**config.mk**
```make
export PLATFORM = sky130hd
export DESIGN_NAME = imem_loader_flat
export DESIGN_NICKNAME = d
export VERILOG_FILES = /design/src/rtl/imem_loader_pkg.sv /design/src/rtl/imem_loader_if.sv /design/src/rtl/imem_loader_byte_packer.sv /design/src/rtl/imem_loader.sv /design/src/flat_wrapper.sv
export SDC_FILE = /design/constraint.sdc
export NUM_CORES = 1
export LEC_CHECK = 0
export CAP_MARGIN = 20
export CORE_MARGIN = 4
export CORE_UTILIZATION = 39
export DETAILED_ROUTE_END_ITERATION = 8
export MAX_ROUTING_LAYER = met4
export SLEW_MARGIN = 10
export SYNTH_ARGS = -nofsm -noshare
export SYNTH_HDL_FRONTEND = slang
export SYNTH_SLANG_ARGS = --single-unit
export TNS_END_PERCENT = 100
```
**constraint.sdc**
```tcl
create_clock -name clk -period 2.8 [get_ports clk]
set_input_delay 0.84 -clock clk [delete_from_list [all_inputs] [get_ports clk]]
set_output_delay 0.84 -clock clk [all_outputs]
set_load 0.01 [all_outputs]
```
**src/rtl/imem_loader_pkg.sv**
```systemverilog
// Shared constants, FSM state encoding and header decode for the instruction-memory loader.
// The instruction memory itself is sized from IMEM_DEPTH.
package imem_pkg;

    localparam int IMEM_DEPTH  = 1024;
    localparam int IMEM_ADDR_W = 10;
    localparam int LEN_W       = 16;
    localparam int BYTE_W      = 8;
    localparam int WORD_W      = 32;

    typedef enum logic [2:0] {
        ST_LEN_LO = 3'd0,
        ST_LEN_HI = 3'd1,
        ST_DATA   = 3'd2,
        ST_WRITE  = 3'd3,
        ST_DONE   = 3'd4,
        ST_ERR    = 3'd5
    } state_t;

    // Compare at LEN_W+1 bits so a depth of 65536 is still representable.
    function automatic state_t hdr_next_state(input logic [LEN_W-1:0] cnt,
                                              input logic [LEN_W:0]   depth);
        state_t nxt;
        if (cnt == {LEN_W{1'b0}}) begin
            nxt = ST_DONE;
        end else if ({1'b0, cnt} > depth) begin
            nxt = ST_ERR;
        end else begin
            nxt = ST_DATA;
        end
        return nxt;
    endfunction

endpackage

```
**src/rtl/imem_loader_if.sv**
```systemverilog
// Byte-stream handshake plus instruction-memory write port of the loader.
// slave = loader side, master = stream source / memory side.
interface imem_loader_if
    import imem_pkg::*;
#(
    parameter int ADDR_W = IMEM_ADDR_W
);
    logic              byte_valid;
    logic [BYTE_W-1:0] byte_data;
    logic              byte_ready;
    logic              imem_we;
    logic [ADDR_W-1:0] imem_waddr;
    logic [WORD_W-1:0] imem_wdata;

    modport master (
        output byte_valid, byte_data,
        input  byte_ready, imem_we, imem_waddr, imem_wdata
    );

    modport slave (
        input  byte_valid, byte_data,
        output byte_ready, imem_we, imem_waddr, imem_wdata
    );
endinterface

```
**src/rtl/imem_loader_byte_packer.sv**
```systemverilog
// Little-endian byte-to-word packer: byte k of a word lands at bits [8k+7:8k].
// word_o already contains the byte being pushed so the caller can register it on the 4th push.
module byte_packer
    import imem_pkg::*;
(
    input  logic              clk,
    input  logic              rst,
    input  logic              clr_i,
    input  logic              push_i,
    input  logic [BYTE_W-1:0] byte_i,
    output logic [WORD_W-1:0] word_o,
    output logic              word_full_o
);

    logic [1:0]        idx_q;
    logic [WORD_W-1:0] word_q;
    logic [WORD_W-1:0] word_d;

    // Insert the incoming byte at the current byte lane.
    always_comb begin
        word_d = word_q;
        word_d[{idx_q, 3'b000} +: BYTE_W] = byte_i;
    end

    assign word_o      = word_d;
    assign word_full_o = push_i & (idx_q == 2'd3);

    // Lane index and partial word; the index wraps to 0 after the 4th byte.
    always_ff @(posedge clk or negedge rst) begin
        if (!rst) begin
            idx_q  <= 2'd0;
            word_q <= {WORD_W{1'b0}};
        end else if (clr_i) begin
            idx_q  <= 2'd0;
        end else if (push_i) begin
            idx_q  <= idx_q + 2'd1;
            word_q <= word_d;
        end
    end

endmodule

```
**src/rtl/imem_loader.sv**
```systemverilog
// Boot-time instruction-memory loader: 16-bit LE word count header, then the image,
// written one 32-bit word at a time; holds the core in reset until the image is complete.
module imem_loader
    import imem_pkg::*;
#(
    parameter int DEPTH  = IMEM_DEPTH,
    parameter int ADDR_W = IMEM_ADDR_W
)(
    input  logic          clk,
    input  logic          rst,
    imem_loader_if.slave  bus,
    output logic          core_rst_n_o,
    output logic          load_done_o,
    output logic          load_err_o
);

    localparam logic [LEN_W:0] DEPTH_L = (LEN_W+1)'(DEPTH);

    state_t            state_q;
    logic [LEN_W-1:0]  len_q;
    logic [LEN_W:0]    word_cnt_q;
    logic [LEN_W:0]    word_cnt_d;
    logic [LEN_W-1:0]  len_d;
    state_t            hdr_nxt_d;

    logic              byte_ready_q;
    logic              imem_we_q;
    logic [ADDR_W-1:0] imem_waddr_q;
    logic [WORD_W-1:0] imem_wdata_q;
    logic              core_rst_n_q;
    logic              load_done_q;
    logic              load_err_q;

    logic              xfer;
    logic              push;
    logic              word_full;
    logic [WORD_W-1:0] packed_word;

    assign xfer       = bus.byte_valid & byte_ready_q;
    assign push       = xfer & (state_q == ST_DATA);
    assign len_d      = {bus.byte_data, len_q[7:0]};
    assign hdr_nxt_d  = hdr_next_state(len_d, DEPTH_L);
    assign word_cnt_d = word_cnt_q + {{LEN_W{1'b0}}, 1'b1};

    byte_packer u_packer (
        .clk         (clk),
        .rst         (rst),
        .clr_i       (state_q != ST_DATA),
        .push_i      (push),
        .byte_i      (bus.byte_data),
        .word_o      (packed_word),
        .word_full_o (word_full)
    );

    // Loader FSM; every output is registered from the state being entered.
    always_ff @(posedge clk or negedge rst) begin
        if (!rst) begin
            state_q      <= ST_LEN_LO;
            len_q        <= {LEN_W{1'b0}};
            word_cnt_q   <= {(LEN_W+1){1'b0}};
            byte_ready_q <= 1'b0;
            imem_we_q    <= 1'b0;
            imem_waddr_q <= {ADDR_W{1'b0}};
            imem_wdata_q <= {WORD_W{1'b0}};
            core_rst_n_q <= 1'b0;
            load_done_q  <= 1'b0;
            load_err_q   <= 1'b0;
        end else begin
            case (state_q)
                ST_LEN_LO: begin
                    byte_ready_q <= 1'b1;
                    imem_we_q    <= 1'b0;
                    if (xfer) begin
                        len_q[7:0] <= bus.byte_data;
                        state_q    <= ST_LEN_HI;
                    end
                end
                ST_LEN_HI: begin
                    imem_we_q <= 1'b0;
                    if (xfer) begin
                        len_q        <= len_d;
                        state_q      <= hdr_nxt_d;
                        byte_ready_q <= (hdr_nxt_d == ST_DATA);
                        core_rst_n_q <= (hdr_nxt_d == ST_DONE);
                        load_done_q  <= (hdr_nxt_d == ST_DONE);
                        load_err_q   <= (hdr_nxt_d == ST_ERR);
                    end else begin
                        byte_ready_q <= 1'b1;
                    end
                end
                ST_DATA: begin
                    if (word_full) begin
                        state_q      <= ST_WRITE;
                        byte_ready_q <= 1'b0;
                        imem_we_q    <= 1'b1;
                        imem_waddr_q <= word_cnt_q[ADDR_W-1:0];
                        imem_wdata_q <= packed_word;
                    end else begin
                        byte_ready_q <= 1'b1;
                        imem_we_q    <= 1'b0;
                    end
                end
                ST_WRITE: begin
                    imem_we_q  <= 1'b0;
                    word_cnt_q <= word_cnt_d;
                    if (word_cnt_d == {1'b0, len_q}) begin
                        state_q      <= ST_DONE;
                        byte_ready_q <= 1'b0;
                        core_rst_n_q <= 1'b1;
                        load_done_q  <= 1'b1;
                    end else begin
                        state_q      <= ST_DATA;
                        byte_ready_q <= 1'b1;
                    end
                end
                ST_DONE: begin
                    byte_ready_q <= 1'b0;
                    imem_we_q    <= 1'b0;
                    core_rst_n_q <= 1'b1;
                    load_done_q  <= 1'b1;
                end
                ST_ERR: begin
                    byte_ready_q <= 1'b0;
                    imem_we_q    <= 1'b0;
                    core_rst_n_q <= 1'b0;
                    load_err_q   <= 1'b1;
                end
                default: begin
                    // Unreachable encoding: park safely with the core held in reset.
                    state_q      <= ST_ERR;
                    byte_ready_q <= 1'b0;
                    imem_we_q    <= 1'b0;
                    core_rst_n_q <= 1'b0;
                    load_err_q   <= 1'b1;
                end
            endcase
        end
    end

    assign bus.byte_ready = byte_ready_q;
    assign bus.imem_we    = imem_we_q;
    assign bus.imem_waddr = imem_waddr_q;
    assign bus.imem_wdata = imem_wdata_q;
    assign core_rst_n_o   = core_rst_n_q;
    assign load_done_o    = load_done_q;
    assign load_err_o     = load_err_q;

endmodule

```
**src/flat_wrapper.sv**
```systemverilog
// flat-port wrapper written by rule: the top's interface ports become plain ports
module imem_loader_flat import imem_pkg::*;
#(
    parameter int DEPTH  = IMEM_DEPTH,
    parameter int ADDR_W = IMEM_ADDR_W
)
  (clk, rst, core_rst_n_o, load_done_o, load_err_o, bus_byte_valid, bus_byte_data, bus_byte_ready, bus_imem_we, bus_imem_waddr, bus_imem_wdata);
  imem_loader_if #(.ADDR_W(ADDR_W)) bus_i ();
  input  logic clk;
  input  logic rst;
  output logic core_rst_n_o;
  output logic load_done_o;
  output logic load_err_o;
  input wire logic [$bits(bus_i.byte_valid)-1:0] bus_byte_valid;
  input wire logic [$bits(bus_i.byte_data)-1:0] bus_byte_data;
  output wire logic [$bits(bus_i.byte_ready)-1:0] bus_byte_ready;
  output wire logic [$bits(bus_i.imem_we)-1:0] bus_imem_we;
  output wire logic [$bits(bus_i.imem_waddr)-1:0] bus_imem_waddr;
  output wire logic [$bits(bus_i.imem_wdata)-1:0] bus_imem_wdata;
  assign bus_i.byte_valid = bus_byte_valid;
  assign bus_i.byte_data = bus_byte_data;
  assign bus_byte_ready = bus_i.byte_ready;
  assign bus_imem_we = bus_i.imem_we;
  assign bus_imem_waddr = bus_i.imem_waddr;
  assign bus_imem_wdata = bus_i.imem_wdata;
  imem_loader #(.DEPTH(DEPTH), .ADDR_W(ADDR_W)) u_core (.clk(clk), .rst(rst), .bus(bus_i), .core_rst_n_o(core_rst_n_o), .load_done_o(load_done_o), .load_err_o(load_err_o));
endmodule
```
-- After elaboration in Yosys (flattened, before gate mapping)
Cells that the tools add are included.
- add/subtract/negate cells: 3
- multipliers: 0
- divide/modulo/power cells: 0
- order comparisons: 1
- equality and inequality tests: 15
- shift operators: 2
- multiplexer cells: 24
- bitwise gates (word level): 8
- reductions and logical operators: 15
- operator list (operator ; count):
    32-bit bitwise mux ; 1
    8-bit by 7-bit variable shift with 32-bit output (first input constant) ; 1
    8-bit by 7-bit indexed part select with 32-bit output ; 1
    3-bit two-way mux ; 6
    17-bit by 1-bit adder with 17-bit output (second input constant) ; 1
    17-bit by 16-bit == test with 1-bit output ; 1
    16-bit by 11-bit greater-than comparator with 1-bit output (second input constant) ; 1
    16-bit zero test ; 1
    8-bit case mux with 2 select lines ; 1
    3-bit case mux with 5 select lines ; 1
    3-bit == test (second input constant) ; 4
    3-bit by 2-bit == test with 1-bit output (second input constant) ; 3
    3-bit AND reduction ; 3
    1-bit two-way mux ; 8
    8-bit two-way mux ; 1
    1-bit case mux with 4 select lines ; 2
    2-bit AND reduction ; 4
    5-bit negator with 7-bit output ; 1
    2-bit by 1-bit inequality test with 1-bit output (second input constant) ; 3
    1-bit inverter ; 5
    2-bit two-way mux ; 2
    4-bit AND reduction ; 1
    2-bit OR reduction ; 2
    4-bit OR reduction ; 1
    11 further kinds ; 13
- register bits after elaboration: 117
- latch bits: 0
- RAM bits: 0
- memory bits (read-only): 0
- input port bits: 11
- output and inout bits: 47
- word-level logic and storage cells: 81
- memories kept: 0

-- Logic depth before layout (Yosys ltp)
Gate-level depths: netlist of run 1.
- word-level depth: 6
- gate-level depth with buffers: 8
- depth with buffers taken out: 7

-- Cells and area by module
From an unflattened synthesis of run 1, not the netlist that was laid out.
- cells, all modules: 524
- area total of the unflattened synthesis: 6093.3 um^2
- modules (own cells, without submodules) (module ; times used ; cells each ; area an instance (um^2) ; sequential area each (um^2)):
    imem_loader ; 1 ; 350 ; 4081.4 ; 2077.0
    byte_packer ; 1 ; 174 ; 2011.9 ; 850.8

-- Worst setup path before layout of run 1
No wires, ideal clock.
- kind: reg2reg
- from: register u_core.word_cnt_q[0]
- to: register u_core.byte_ready_q (netlist: u_core.bus.byte_ready)
- library setup time: 120 ps
- arrival time: 2256 ps
- slack: 424 ps
- stages on the path, launching flop included: 8
- buffers on the path: 0
- cell sequence: dfrtp_1 ha_1 nand3_2 nor4_1 xnor2_1 nand4_1 or4b_4 a31o_1
- longest elaborated chain between the ends: 4
- RTL lines (element ; RTL line ; source):
    start, declared ; imem_loader.sv:21 ; logic [LEN_W:0] word_cnt_q;
    start signal, assigned ; imem_loader.sv:60 ; word_cnt_q <= {(LEN_W+1){1'b0}};
    start signal, assigned ; imem_loader.sv:105 ; word_cnt_q <= word_cnt_d;
    17-bit by 1-bit adder with 17-bit output ; imem_loader.sv:43 ; assign word_cnt_d = word_cnt_q + {{LEN_W{1'b0}}, 1'b1};
    17-bit by 16-bit == test with 1-bit output ; imem_loader.sv:106 ; if (word_cnt_d == {1'b0, len_q}) begin
    1-bit two-way mux ; imem_loader.sv:106 ;
    1-bit case mux with 4 select lines ; imem_loader.sv:69 ; case (state_q)
    end signal, assigned ; imem_loader.sv:83 ; byte_ready_q <= (hdr_nxt_d == ST_DATA);
    end, declared ; imem_loader.sv:26 ; logic byte_ready_q;
Every way passes these cells.
A chain may end at the register's enable or synchronous reset.

-- Worst setup path in the final report of run 1
Same ends and word-level chain as after synthesis.

==> reports/metrics.cfg, run 1 <==
[floorplanning]
fp-row-count = 42
die_area_mm2 = 0.01546
ios = 58
core_mm2 = 0.01324
fp.dieW_um = 124.3
start_util = 0.3985
die_h_um = 124.3

[final_layout]
nFillCells = 1237
multiInputGateArea_mm2 = 0.002372
seqCellArea_mm2 = 0.002728
area_growth_pct = 20.96
final_cells = 739
fin_util = 0.4820
n_antenna_cell = 0
final_cell_area_mm2 = 0.006384
drive_gt1_frac = 0.1279
nets = 575

[timing]
final.setup.tns_ns = 0
max_slew.worst_pin.slew_ns = 0.6147
slew_violations = 0
clock_skew_ns = 0.01187
min_period_ns = 2.657
finalHoldViolCount = 0
max_freq_mhz = 376.3
period_share = 0.9490
slew_headroom = 0.5864
setup_viol = 0
grt_setup_unrepaired = false

[worst_setup_path]
critical-path-top-delay-family = simple AND/OR/NAND/NOR gates
critPathMaxStageDelay_ns = 0.56
path_class = reg2reg
critPathArrivalTime_ns = 2.90
cp_cell_sequence = ha_1 > nand3_2 > nor4_1 > buf_4 > xnor2_1 > nand4_1 > or4b_4 > a31o_1
r2r_start = u_core.word_cnt_q[0]
cp_max_fo = 9
start_kind = flop
crit_required_ns = 3.04
end_kind = flop
startpoint = u_core.word_cnt_q[0]
worst_path_max_delay_cell = or4b_4
critPathBufInv = 1

[cts]
htreeDepth = 3
root_buffer = clkbuf_16
cts_buffers = 9
cts_setup_buffers = 0
holdBufCountCts = 0
clock_path_buffers = 2
cts_tree = built
cts_resized = 0
cts_sinks = 109
clk_pin_slew_ns = 0.07
clkLatencyLatePin_ns = 0.35

[power]
power.total_uw = 2890
powerDensity_mw_per_mm2 = 452.7
peakVddDrop_v = 0.0003622
leakage_uw = 0.002812

[synth]
synth-edff-count = 0
yosys_warnings = 0
synth_cell_types = 60
syn_inst = 506
synth_async_sr_flop_share = 1.000
ys_seq_elements = 109
postSynthAreaPerCell_um2 = 10.43
synth_area_mm2 = 0.005278
synthFlopType = dfrtp_1
syn_nets = 523
ys_seq_area_frac = 0.5168

[drt]
drt-total-wl_um = 12630
drt_first_pass_iters = 4
detail_route.wl_per_cell_um = 17.09
vias = 3981
vias_per_cell = 5.387
drc = 0
dr.first_iter.drc_count = 186
antenna_left = 0

[global_routing]
grt_start_max_net_pins = 65
overflow = 0
antenna_found_initial = 0
grt_pass1_wl_um = 21330
track_usage = 0.1726
grt_pass1_vias = 4028

[placed_design]
dp_hpwl_um = 8985
placed_area_mm2 = 0.006097
dp_cells = 723
io_buffers = 57
routabilityCongestion = 0.8762

[worst_hold_path]
min_path_type = in2async

[flow_run]
max_cap_viol_count = 0

[run_status]
outcome = complete, no violations

-- cell families after synthesis --
family | count (synthesis) | synth area share
AND/OR/NAND/NOR | 164 | 0.1683
multiplexers | 25 | 0.05311
AO/OA/AOI/OAI | 121 | 0.1536
buffers and inverters | 45 | 0.03414
adder cells (fa/ha/maj) | 6 | 0.01422
flip-flops | 109 | 0.5168
XOR/XNOR | 36 | 0.05974
-- worst reg2reg max path: stages, from the launching register on --
cell,delay (ns)
dfrtp_1,0.47
ha_1,0.27
nand3_2,0.21
nor4_1,0.31
buf_4,0.18
xnor2_1,0.17
nand4_1,0.14
or4b_4,0.56
a31o_1,0.25
-- cells in the final DEF (no fill, tap or decap), types with 5 or more instances in the layout --
cell             count
buf_4               19
nor2_1              15
ha_1                 6
inv_1                8
nor4_1               6
and2_1               7
a22o_1              29
xnor2_1             22
nand2_1             63
or3_1                5
clkbuf_16            9
nand4_1             11
mux2_2              23
dfrtp_1            109
nor3_1               5
o21ai_0             40
a21oi_1             29
nor2b_1             26
xor2_1              14
clkdlybuf4s50_1     56
-- worst paths after layout --
| path | slack [ns] | cells past startpoint | to |
|---|---|---|---|
| max in group asynchronous | 1.57 | 2 | u_core.u_packer.word_q[21] |
| max | 0.14 | 8 | u_core.bus.byte_ready |
| max reg2reg | 0.14 | 8 | u_core.bus.byte_ready |
| min in group clk | 0.48 | 2 | u_core.bus.imem_wdata[20] |
| min reg2reg | 0.48 | 2 | u_core.bus.imem_wdata[20] |
| min | 0.45 | 1 | u_core.bus.imem_we |
-- layout make-up --
type	count	share of cell area
clock buffers	12	0.04018
flip-flops and latches	109	0.4273
repair buffers	77	0.1164
inverters	9	0.005292
clock inverters	4	0.004704
well taps	176	0.03450
multi-input cells	352	0.3716
-- metrics by stage --
| stage | hold WS (ns) | setup slack, ns |
|---|---|---|
| floorplan | 0.4584 | 0.4241 |
| global placement | 0.4683 | 0.2299 |
| detailed placement | 0.4732 | 0.1900 |
| CTS | 0.4527 | 0.1848 |
| global route | 0.4767 | 0.03034 |
| finish | 0.4476 | 0.1428 |
-- flip-flops by register name, summed over array words and instances (netlist names) --
signal	count
u_core.load_done_o	1
u_core.bus.imem_wdata	32
u_core.load_err_o	1
u_core.u_packer.word_q	24
u_core.bus.imem_waddr	10
u_core.state_q	3
u_core.word_cnt_q	17
u_core.bus.byte_ready	1
u_core.core_rst_n_o	1
u_core.len_q	16
u_core.u_packer.idx_q	2
u_core.bus.imem_we	1
-- metal layers --
layer  wire (um)  global-route usage  part of all wire
met5           0                   -                 0
met4         113             0.03224            0.0089
met3         475             0.03945             0.038
met2        6089              0.2637              0.48
met1        5952              0.2395              0.47
-- report_power, final --
part,total (uW),switching (uW),internal [uW],leakage (uW)
logic,87.4,60.7,26.7,0.00117
registers,1570,0,1570,0.00150
clock network,1230,573,656,0.000139
-- Yosys cell counts, types with 3 or more instances --
cell	number	area, um^2
xnor2_1	22	192.7
nor2b_1	26	162.7
a21oi_1	29	145.1
nor2_1	15	56.30
and2_1	7	43.79
o21ai_0	40	200.2
mux2_2	23	259.0
a22o_1	29	254.0
nor3_1	5	25.02
inv_1	8	30.03
xor2_1	14	122.6
dfrtp_1	109	2728
nand2_1	64	240.2
or3_1	5	31.28
clkbuf_1	24	90.09
nand4_1	11	68.82
buf_1	3	11.26
ha_1	6	75.07
buf_2	7	35.03
nor4_1	6	37.54
Note: power is estimated with default switching activity, not from simulation.
==> run 2, diff against run 1 <==
CTS_CLUSTER_DIAMETER = 100   (was not set)
clock period = 3.15 ns   (was 2.8 ns; I/O delays follow)
==> run 2 against run 1 <==
Net effect:
- register-to-register slack better by 0.36 ns
- flip-flop and latch count stayed put
- maximum frequency rose by 0.23%
- final cell count down 0.68%
- sequential power down 11%
- global-route usage increased by 0.23 points
- worst setup slack improved by 0.36 ns
- die area unchanged
- routed wire length up 0.39%
- utilization shrank 0.35 points
- worst hold slack better by 0.029 ns
==> reports/metrics.cfg, run 2 (same netlist as run 1, synthesis figures left out) <==
[run_status]
outcome = complete, no violations

[placed_design]
routabilityCongestion = 0.8891
io_buffers = 57
dp_hpwl_um = 9196
dp_cells = 720
placed_area_mm2 = 0.006075

[timing]
slew_violations = 0
final.setup.tns_ns = 0
setup_viol = 0
clock_skew_ns = 0.009494
grt_setup_unrepaired = false
period_share = 0.8416
max_freq_mhz = 377.2
slew_headroom = 0.5351
finalHoldViolCount = 0
min_period_ns = 2.651
max_slew.worst_pin.slew_ns = 0.6910

[final_layout]
final_cell_area_mm2 = 0.006337
nets = 572
final_cells = 734
largest_reg_flops = 32
n_antenna_cell = 0
drive_gt1_frac = 0.1219
area_growth_pct = 20.08
layout_common_cells = dfrtp_1 (109), nand2_1 (63), clkdlybuf4s50_1 (56)
layout_commonest_cell = dfrtp_1

[cts]
cts_resized = 0
cts_sinks = 109
root_buffer = clkbuf_16
cts_tree = built
cts_setup_buffers = 0
clock_path_buffers = 2
clkLatencyLatePin_ns = 0.35
clk_pin_slew_ns = 0.07
holdBufCountCts = 0
htreeDepth = 3
cts_buffers = 9

[floorplanning]
start_util = 0.3985
die_area_mm2 = 0.01546
fp-row-count = 42
ios = 58
core_mm2 = 0.01324
die_h_um = 124.3
fp.dieW_um = 124.3

[drt]
drt_first_pass_iters = 4
vias = 3927
drc = 0
dr.first_iter.drc_count = 247
detail_route.wl_per_cell_um = 17.27
antenna_left = 0
drt-total-wl_um = 12680
vias_per_cell = 5.350

[worst_hold_path]
holdPathStages = 2
min-delay-start = u_core.bus.imem_wdata[22]
holdPathEnd = u_core.bus.imem_wdata[22]
min_path_type = reg2reg

[global_routing]
grt_pass1_wl_um = 21410
track_usage = 0.1749
antenna_found_initial = 0
grt_start_max_net_pins = 65
grt_pass1_vias = 4066
overflow = 0

[worst_setup_path]
critPathArrivalTime_ns = 2.89
rr_worst_depth = 8
r2r_start = u_core.word_cnt_q[0]
end_kind = flop
start_kind = flop
cp_max_fo = 9
path_class = reg2reg
crit_required_ns = 3.39
r2r_slack_ns = 0.50
rr_endpoint = u_core.bus.byte_ready

[power]
powerDensity_mw_per_mm2 = 397.2
peakVddDrop_v = 0.0002903
leakage_uw = 0.002780

[flow_run]
max_cap_viol_count = 0

[run 2: per-layer routing]
metal	vias to the layer above	GRT usage	routed length (um)
met5	-	-	0
met4	0	0.03675	128
met3	14	0.04374	564
met2	84	0.2713	6063
met1	1952	0.2350	5922
li1	1877	-	-
[run 2: through the flow]
stage	total power (uW)	hold WS (ns)	setup slack [ns]	utilization
after global routing	2619	0.4987	0.2315	0.4786
after CTS	2556	0.4865	0.5007	0.4786
after global placement	1505	0.4662	0.3764	0.4587
after detailed placement	1506	0.4695	0.3102	0.4587
after floorplan	1442	0.4584	0.7741	-
final	2517	0.4767	0.4988	0.4786
[run 2: worst max-delay path by stage]
stage,from,endpoint,slack (ns),depth (start not counted)
2_1_floorplan,u_core.word_cnt_q[0],u_core.bus.byte_ready,0.77,7
3_3_place_gp,bus_byte_valid,u_core.len_q[14],0.38,5
6_report,u_core.word_cnt_q[0],u_core.bus.byte_ready,0.50,8
4_1_cts,u_core.word_cnt_q[0],u_core.bus.byte_ready,0.50,8
5_1_grt,u_core.word_cnt_q[0],u_core.bus.byte_ready,0.23,8
3_5_place_dp,bus_byte_valid,u_core.len_q[15],0.31,5
[run 2: critical path: stages, from the launching register on]
cell and delay [ns]:
dfrtp_1 0.48, ha_1 0.27, nand3_2 0.21, nor4_1 0.31
buf_4 0.18, xnor2_1 0.17, nand4_1 0.13, or4b_4 0.56
a31o_1 0.24
[run 2: layout make-up]
| type | count | area, um^2 |
|---|---|---|
| clock buffers | 9 | 225.2 |
| clock inverters | 5 | 37.54 |
| fillers | 1257 | 6905 |
| inverters | 9 | 33.78 |
| multi-input cells | 352 | 2372 |
| flip-flops and latches | 109 | 2728 |
| well taps | 176 | 220.2 |
| repair buffers | 74 | 720.7 |
[run 2: where the power goes]
part,leakage [uW],switching [uW],internal [uW]
Clock,0.000124,510,531
Combinational,0.00115,54.4,23.7
Sequential,0.00150,0,1400
